### config.mk
export PLATFORM = sky130hd
export DESIGN_NAME = rr_arb_mux
export DESIGN_NICKNAME = d
export VERILOG_FILES = /design/src/rtl/lc3b_types.sv /design/src/rtl/rr_pick.sv /design/src/rtl/rr_arb_mux.sv
export SDC_FILE = /design/constraint.sdc
export NUM_CORES = 1
export LEC_CHECK = 0
export CORE_MARGIN = 8
export CORE_UTILIZATION = 35
export CTS_CLUSTER_SIZE = 40
export DETAILED_ROUTE_END_ITERATION = 6
export PLACE_DENSITY = 0.67
export SYNTH_ARGS = -nofsm -noshare
export SYNTH_HDL_FRONTEND = slang
export SYNTH_SLANG_ARGS = --single-unit
### constraint.sdc
create_clock -name clk -period 8.2 [get_ports clk]
set_input_delay 2.05 -clock clk [delete_from_list [all_inputs] [get_ports clk]]
set_output_delay 2.05 -clock clk [all_outputs]
set_load 0.01 [all_outputs]
### src/rtl/lc3b_types.sv
// ---------------------------------------------------------------------------
// lc3b_types -- shared types for the LC-3b datapath blocks.
//
//   lc3b_word        : 16-bit machine word, the default payload of rr_arb_mux
//   arb_mux_state_t  : arbiter FSM states (ARB = rotating search,
//                      LOCK = grant pinned to one channel)
// ---------------------------------------------------------------------------
package lc3b_types;

  typedef logic [15:0] lc3b_word;

  typedef enum logic {
    ARB  = 1'b0,
    LOCK = 1'b1
  } arb_mux_state_t;

endpackage : lc3b_types

### src/rtl/rr_pick.sv
// ---------------------------------------------------------------------------
// rr_pick -- rotating-priority request picker (purely combinational).
//
// Searches req starting at last_ch+1, wrapping CHANNELS-1 -> 0, and returns
// the first requester. The wrap is computed by subtraction, not by bit
// truncation, so non-power-of-two channel counts wrap correctly.
//
// Ports
//   req       in  [CHANNELS]  request vector
//   last_ch   in  [SEL_W]     most recently served channel (< CHANNELS)
//   grant     out [CHANNELS]  one-hot grant, all-zero when req == 0
//   grant_idx out [SEL_W]     index of the granted channel (0 when none)
// ---------------------------------------------------------------------------
module rr_pick #(
  parameter  int CHANNELS = 16,
  localparam int SEL_W    = $clog2(CHANNELS)
) (
  input  logic [CHANNELS-1:0] req,
  input  logic [SEL_W-1:0]    last_ch,
  output logic [CHANNELS-1:0] grant,
  output logic [SEL_W-1:0]    grant_idx
);

  always_comb begin
    int         idx;
    logic       found;
    logic [SEL_W-1:0] sel;
    // NOTE: every output and local gets a default before any conditional
    // assignment; a path that leaves one unassigned would infer a latch.
    grant     = '0;
    grant_idx = '0;
    found     = 1'b0;
    idx       = 0;
    sel       = '0;
    for (int k = 1; k <= CHANNELS; k++) begin
      // last_ch < CHANNELS and k <= CHANNELS, so one subtraction wraps.
      idx = int'(last_ch) + k;
      if (idx >= CHANNELS) idx = idx - CHANNELS;
      sel = idx[SEL_W-1:0];
      if (!found && req[sel]) begin
        found      = 1'b1;
        grant[sel] = 1'b1;
        grant_idx  = sel;
      end
    end
  end

endmodule : rr_pick

### src/rtl/rr_arb_mux.sv
// ---------------------------------------------------------------------------
// rr_arb_mux -- round-robin arbitrated multiplexer with a one-beat output
// register.
//
// Each cycle one requesting channel is granted (rotating priority after the
// last served channel). The grant is accepted whenever the output register
// is empty or is being drained in the same cycle, so a full stream runs at
// one beat per cycle with no bubbles. A stalled output freezes all inputs.
//
// Optional feature (macro ARB_MUX_LOCK_EN): a channel that transfers with
// in_lock set keeps the grant exclusively until it transfers with in_lock
// clear. Without the macro the in_lock port and lock state do not exist and
// the arbiter is permanently in rotating-search mode.
//
// Ports
//   clk        in               rising-edge clock
//   rst_n      in               asynchronous active-low reset
//   in_valid   in  [CHANNELS]   per-channel request
//   in_data    in  [CHANNELS]x[WIDTH]  per-channel payload (unpacked)
//   in_ready   out [CHANNELS]   per-channel accept, one-hot or zero
//   in_lock    in  [CHANNELS]   hold grant after this beat (ARB_MUX_LOCK_EN)
//   out_valid  out              output register holds a beat
//   out_ready  in               downstream accepts the beat
//   out_data   out [WIDTH]      registered payload
//   out_sel    out [SEL_W]      channel index of the registered payload
// ---------------------------------------------------------------------------
module rr_arb_mux
  import lc3b_types::*;
#(
  parameter  int WIDTH    = $bits(lc3b_word),
  parameter  int CHANNELS = 16,
  localparam int SEL_W    = $clog2(CHANNELS)
) (
  input  logic                clk,
  input  logic                rst_n,
  input  logic [CHANNELS-1:0] in_valid,
  input  logic [WIDTH-1:0]    in_data [CHANNELS],
  output logic [CHANNELS-1:0] in_ready,
`ifdef ARB_MUX_LOCK_EN
  input  logic [CHANNELS-1:0] in_lock,
`endif
  output logic                out_valid,
  input  logic                out_ready,
  output logic [WIDTH-1:0]    out_data,
  output logic [SEL_W-1:0]    out_sel
);

  // -------------------------------------------------------------------------
  // Output register and round-robin pointer
  // -------------------------------------------------------------------------
  logic               out_valid_q, out_valid_d;
  logic [WIDTH-1:0]   out_data_q,  out_data_d;
  logic [SEL_W-1:0]   out_sel_q,   out_sel_d;
  logic [SEL_W-1:0]   last_ch_q,   last_ch_d;

  logic               load;
  logic               xfer;
  logic [CHANNELS-1:0] pick_grant;
  logic [SEL_W-1:0]    pick_idx;
  logic [CHANNELS-1:0] grant;
  logic [SEL_W-1:0]    grant_idx;

  rr_pick #(
    .CHANNELS (CHANNELS)
  ) u_pick (
    .req       (in_valid),
    .last_ch   (last_ch_q),
    .grant     (pick_grant),
    .grant_idx (pick_idx)
  );

  // -------------------------------------------------------------------------
  // Grant selection
  // -------------------------------------------------------------------------
`ifdef ARB_MUX_LOCK_EN
  arb_mux_state_t     state_q, state_d;
  logic [SEL_W-1:0]   lock_ch_q, lock_ch_d;

  // State register.
  always_ff @(posedge clk or negedge rst_n) begin
    if (!rst_n) begin
      state_q   <= ARB;
      lock_ch_q <= '0;
    end else begin
      state_q   <= state_d;
      lock_ch_q <= lock_ch_d;
    end
  end

  // Next-state logic. In LOCK every transfer comes from lock_ch, so only
  // its in_lock bit decides whether the lock is released.
  always_comb begin
    state_d   = state_q;
    lock_ch_d = lock_ch_q;
    case (state_q)
      ARB: begin
        if (xfer && in_lock[pick_idx]) begin
          state_d   = LOCK;
          lock_ch_d = pick_idx;
        end
      end
      LOCK: begin
        if (xfer && !in_lock[lock_ch_q]) state_d = ARB;
      end
      default: state_d = ARB;
    endcase
  end

  // Output logic: the locked channel is the only candidate in LOCK.
  always_comb begin
    grant     = pick_grant;
    grant_idx = pick_idx;
    if (state_q == LOCK) begin
      grant            = '0;
      grant[lock_ch_q] = in_valid[lock_ch_q];
      grant_idx        = lock_ch_q;
    end
  end
`else
  assign grant     = pick_grant;
  assign grant_idx = pick_idx;
`endif

  // -------------------------------------------------------------------------
  // Handshake. The output register can take a beat when it is empty or is
  // draining this cycle. Gating with rst_n keeps in_ready low during reset,
  // when the register is empty and load would otherwise be true.
  // -------------------------------------------------------------------------
  assign load     = !out_valid_q || out_ready;
  assign in_ready = (rst_n && load) ? grant : '0;
  assign xfer     = |in_ready;

  always_comb begin
    out_valid_d = out_valid_q;
    out_data_d  = out_data_q;
    out_sel_d   = out_sel_q;
    last_ch_d   = last_ch_q;
    if (xfer) begin
      // Covers the drain-and-reload case: the new beat replaces the old one.
      out_valid_d = 1'b1;
      out_data_d  = in_data[grant_idx];
      out_sel_d   = grant_idx;
      last_ch_d   = grant_idx;
    end else if (out_ready) begin
      // Drained with nothing to replace it: payload and index hold.
      out_valid_d = 1'b0;
    end
  end

  // last_ch resets to CHANNELS-1 so the first search starts at channel 0.
  always_ff @(posedge clk or negedge rst_n) begin
    if (!rst_n) begin
      out_valid_q <= 1'b0;
      out_data_q  <= '0;
      out_sel_q   <= '0;
      last_ch_q   <= SEL_W'(CHANNELS - 1);
    end else begin
      // NOTE: sequential state is updated with non-blocking assignments so
      // every flop samples values from before the edge.
      out_valid_q <= out_valid_d;
      out_data_q  <= out_data_d;
      out_sel_q   <= out_sel_d;
      last_ch_q   <= last_ch_d;
    end
  end

  assign out_valid = out_valid_q;
  assign out_data  = out_data_q;
  assign out_sel   = out_sel_q;

endmodule : rr_arb_mux

==> run_results.csv <==
group,metric,value,unit
sta,rsz0062_at_grt,"yes",
cts,cts_tree,"done",
critical_path,cp_max_fo,10,
synthesis,synth.yosys.warnings,0,
flow_run,cap_violations,0,
synthesis,yosys-top-cells-area,"nand2_1 10%, a21oi_1 9.6%, a221oi_1 8.9%",
sta,drv_slew,0,
floorplanning,num_rows,54,
placed_design,dp_hpwl,42500,µm
synthesis,synth_top_area_share,0.103,
sta,final-hold-violation-count,0,
cts,cts_root_buffer,"clkbuf_16",
placed_design,port_buffers,311,
critical_path,startpoint_type,"input port",
synthesis,synth_top_area_cell,"nand2_1",
floorplanning,initial_core_util,0.355,
floorplanning,die_area,0.0270,mm²
placed_design,dpl.cell_count,1807,
synthesis,ys_types,81,
sta,relSlewSlack,0.0739,
sta,whs,0.521,ns
synthesis,synthFlopType,"dfrtp_1",
layout,final_util,0.564,
routing,wire_per_inst,29.1,µm
routing,dr_total_vias,12100,
routing,drc,0,
global_route,grt_first_pass_wirelength,76200,µm
run_status,status,"complete, no violations",
critical_path,criticalPathCategory,"input port to primary output",
cts,cts_max_path_buffers,2,
cts,cts_made_buffers,3,
sta,fmax,123,MHz
synthesis,netlist_instances,1156,
synthesis,syn_area,0.00769,mm²
synthesis,async_flop_share,1.00,
floorplanning,die_x,164,µm
floorplanning,die-height,164,µm
synthesis,syn_nets,1448,
critical_path,worst_setup_path_end_kind,"primary output",
sta,period_share,0.993,
floorplanning,boundaryPins,312,
critical_path,critPathArrivalTime,6.09,ns
synthesis,synth_seq_cells,25,
layout,layout-drive-gt1-share,0.176,
synthesis,synth-seq-area-share,0.0820,
critical_path,r2r_slack,1.54,ns
cts,clock_sinks,25,
worst_hold_path,hold_class,"flop to flop",
layout,postLayoutCellArea,0.0122,mm²
layout,nets,1828,
global_route,grt_use_total,0.373,
sta,finalSetupViolCount,0,
cts,clk_latency,0.28,ns
global_route,antenna_found_initial,3,
sta,period_needed,8.14,ns
global_route,grt_pass1_vias,11800,
synthesis,synth-edff-count,0,
routing,post_drt_via_cell_ratio,6.64,
placed_design,place_area,0.0120,mm²
layout,instances_no_fill,1817,
cts,h-tree-depth,1,
sta,worst_pin_slew,1.38,ns
routing,firstDrtPassIters,7,
critical_path,cp.required,6.15,ns
sta,skew,0.00679,ns
cts,clk_pin_slew,0.07,ns
routing,routed_wl,52800,µm
routing,ant_nets,0,
routing,drt_iter0_drc,1764,
placed_design,routabilityCongestion,1.14,
global_route,grt_remaining_overflow,0,
layout,area_delta_synth_final,59.1,%
global_route,grt_max_degree,53,
synthesis,syn_avg_cell_area,6.65,µm²
floorplanning,fp.coreArea,0.0217,mm²
-- cells by family (layout without fill, tap and decap cells) --
logic type      Yosys count  in the layout  share of synthesized area
simple gates            503            503                      0.319
compound gates          405            405                      0.356
buf+inv                 124            503                     0.0735
mux                      66             66                      0.119
flops                    25             25                     0.0820
fa+ha+maj                17             17                     0.0277
xor+xnor                 16             16                     0.0221
other cells               0              2                          0
-- flip-flops by register name (all words and copies together) (netlist names) --
signal	count
last_ch_q	4
out_sel	4
out_valid	1
out_data	16
-- timing repair --
item | CTS | global route
setup endpoints to repair | 3 | 16
hold buffers | 0 | 0
buffers inserted | 1 | 3
pin swaps | 0 | 4
resized for setup | 0 | 32
-- final cells by class --
type                    count  area (µm²)
flip-flops and latches     25         631
well taps                 280         350
inverters                  13        48.8
fillers                  2147        9450
repair buffers            486        4480
clock buffers               3        75.1
multi-input cells        1007        6640
diodes                      2        5.00
clock inverters             1        8.76
-- worst max-delay path: stages --
cell             delay (ns)
clkdlybuf4s50_1        0.47
mux4_2                 0.53
buf_4                  0.17
nand3_1                0.13
nand4_2                0.12
or3_1                  0.41
or4_1                  0.43
buf_6                  0.17
nor2_1                 0.10
buf_4                  0.20
nand2_1                0.09
o21ai_1                0.21
a211oi_1               0.14
a31oi_2                0.25
clkdlybuf4s50_1        0.59
-- final timing paths --
kind | startpoint | cells past startpoint | end
worst max-delay path | in_valid[4] | 15 | in_ready[1]
worst min-delay path | out_sel[0]$_DFFE_PN0P_ | 1 | out_sel[0]$_DFFE_PN0P_
worst max register to register | last_ch_q[0]$_DFFE_PN1P_ | 22 | out_data[15]$_DFFE_PN0P_
worst min register to register | out_sel[0]$_DFFE_PN0P_ | 1 | out_sel[0]$_DFFE_PN0P_
max in group asynchronous | rst_n | 2 | last_ch_q[1]$_DFFE_PN1P_
min in group asynchronous | rst_n | 2 | out_data[12]$_DFFE_PN0P_
-- Yosys cell counts, drive strengths merged (4+ instances only) --
library cell    n
a221oi         79
a32o            4
a32oi           6
nand4          28
o22ai           9
nor3           36
o211ai         11
nand2         213
and2           16
o221ai         11
a22oi           7
clkbuf         65
dfstp           4
dfrtp          21
a22o            9
nor4           34
xnor2          12
ha             17
nor2           60
a221o           5
a21oi         148
nor2b           6
o21ai          37
mux4           17
a31oi          24
nand2b          6
inv            12
buf            46
a211oi         13
mux2i          31
mux2           18
o31ai           8
and3           21
xor2            4
or3             7
nand3          64
or4             4
-- cells in the final DEF, fill, tap and decap left out, drive strengths merged, types with 12 or more instances in the layout --
cell / synthesis / final
inv: 12 / 13
mux4: 17 / 17
clkdlybuf4s50: 0 / 301
dfrtp: 21 / 21
and3: 21 / 21
mux2: 18 / 18
xnor2: 12 / 12
and2: 16 / 16
a221oi: 79 / 79
nor3: 36 / 36
a21oi: 148 / 148
a31oi: 24 / 24
mux2i: 31 / 31
a211oi: 13 / 13
nor4: 34 / 34
nand2: 213 / 213
buf: 46 / 175
nand4: 28 / 28
nor2: 60 / 60
nand3: 64 / 64
ha: 17 / 17
o21ai: 37 / 37
-- layer usage --
metal,up-vias,track usage,wire (µm)
met1,5675,0.487,20400
met4,6,0.165,2610
met3,197,0.122,7000
met5,-,0,43
met2,938,0.547,22800
li1,5252,-,-
-- metrics by stage --
stage | TNS, ns | setup slack, ns
2_1_floorplan | 0 | 0.929
3_3_place_gp | -0.0130 | -0.0130
3_5_place_dp | -0.0451 | -0.0296
4_1_cts | 0 | 0.00244
5_1_grt | -0.149 | -0.101
6_report | 0 | 0.0576
Power is not shown: default switching activity piles up to over one toggle a cycle in this logic, so the estimate is an artifact.
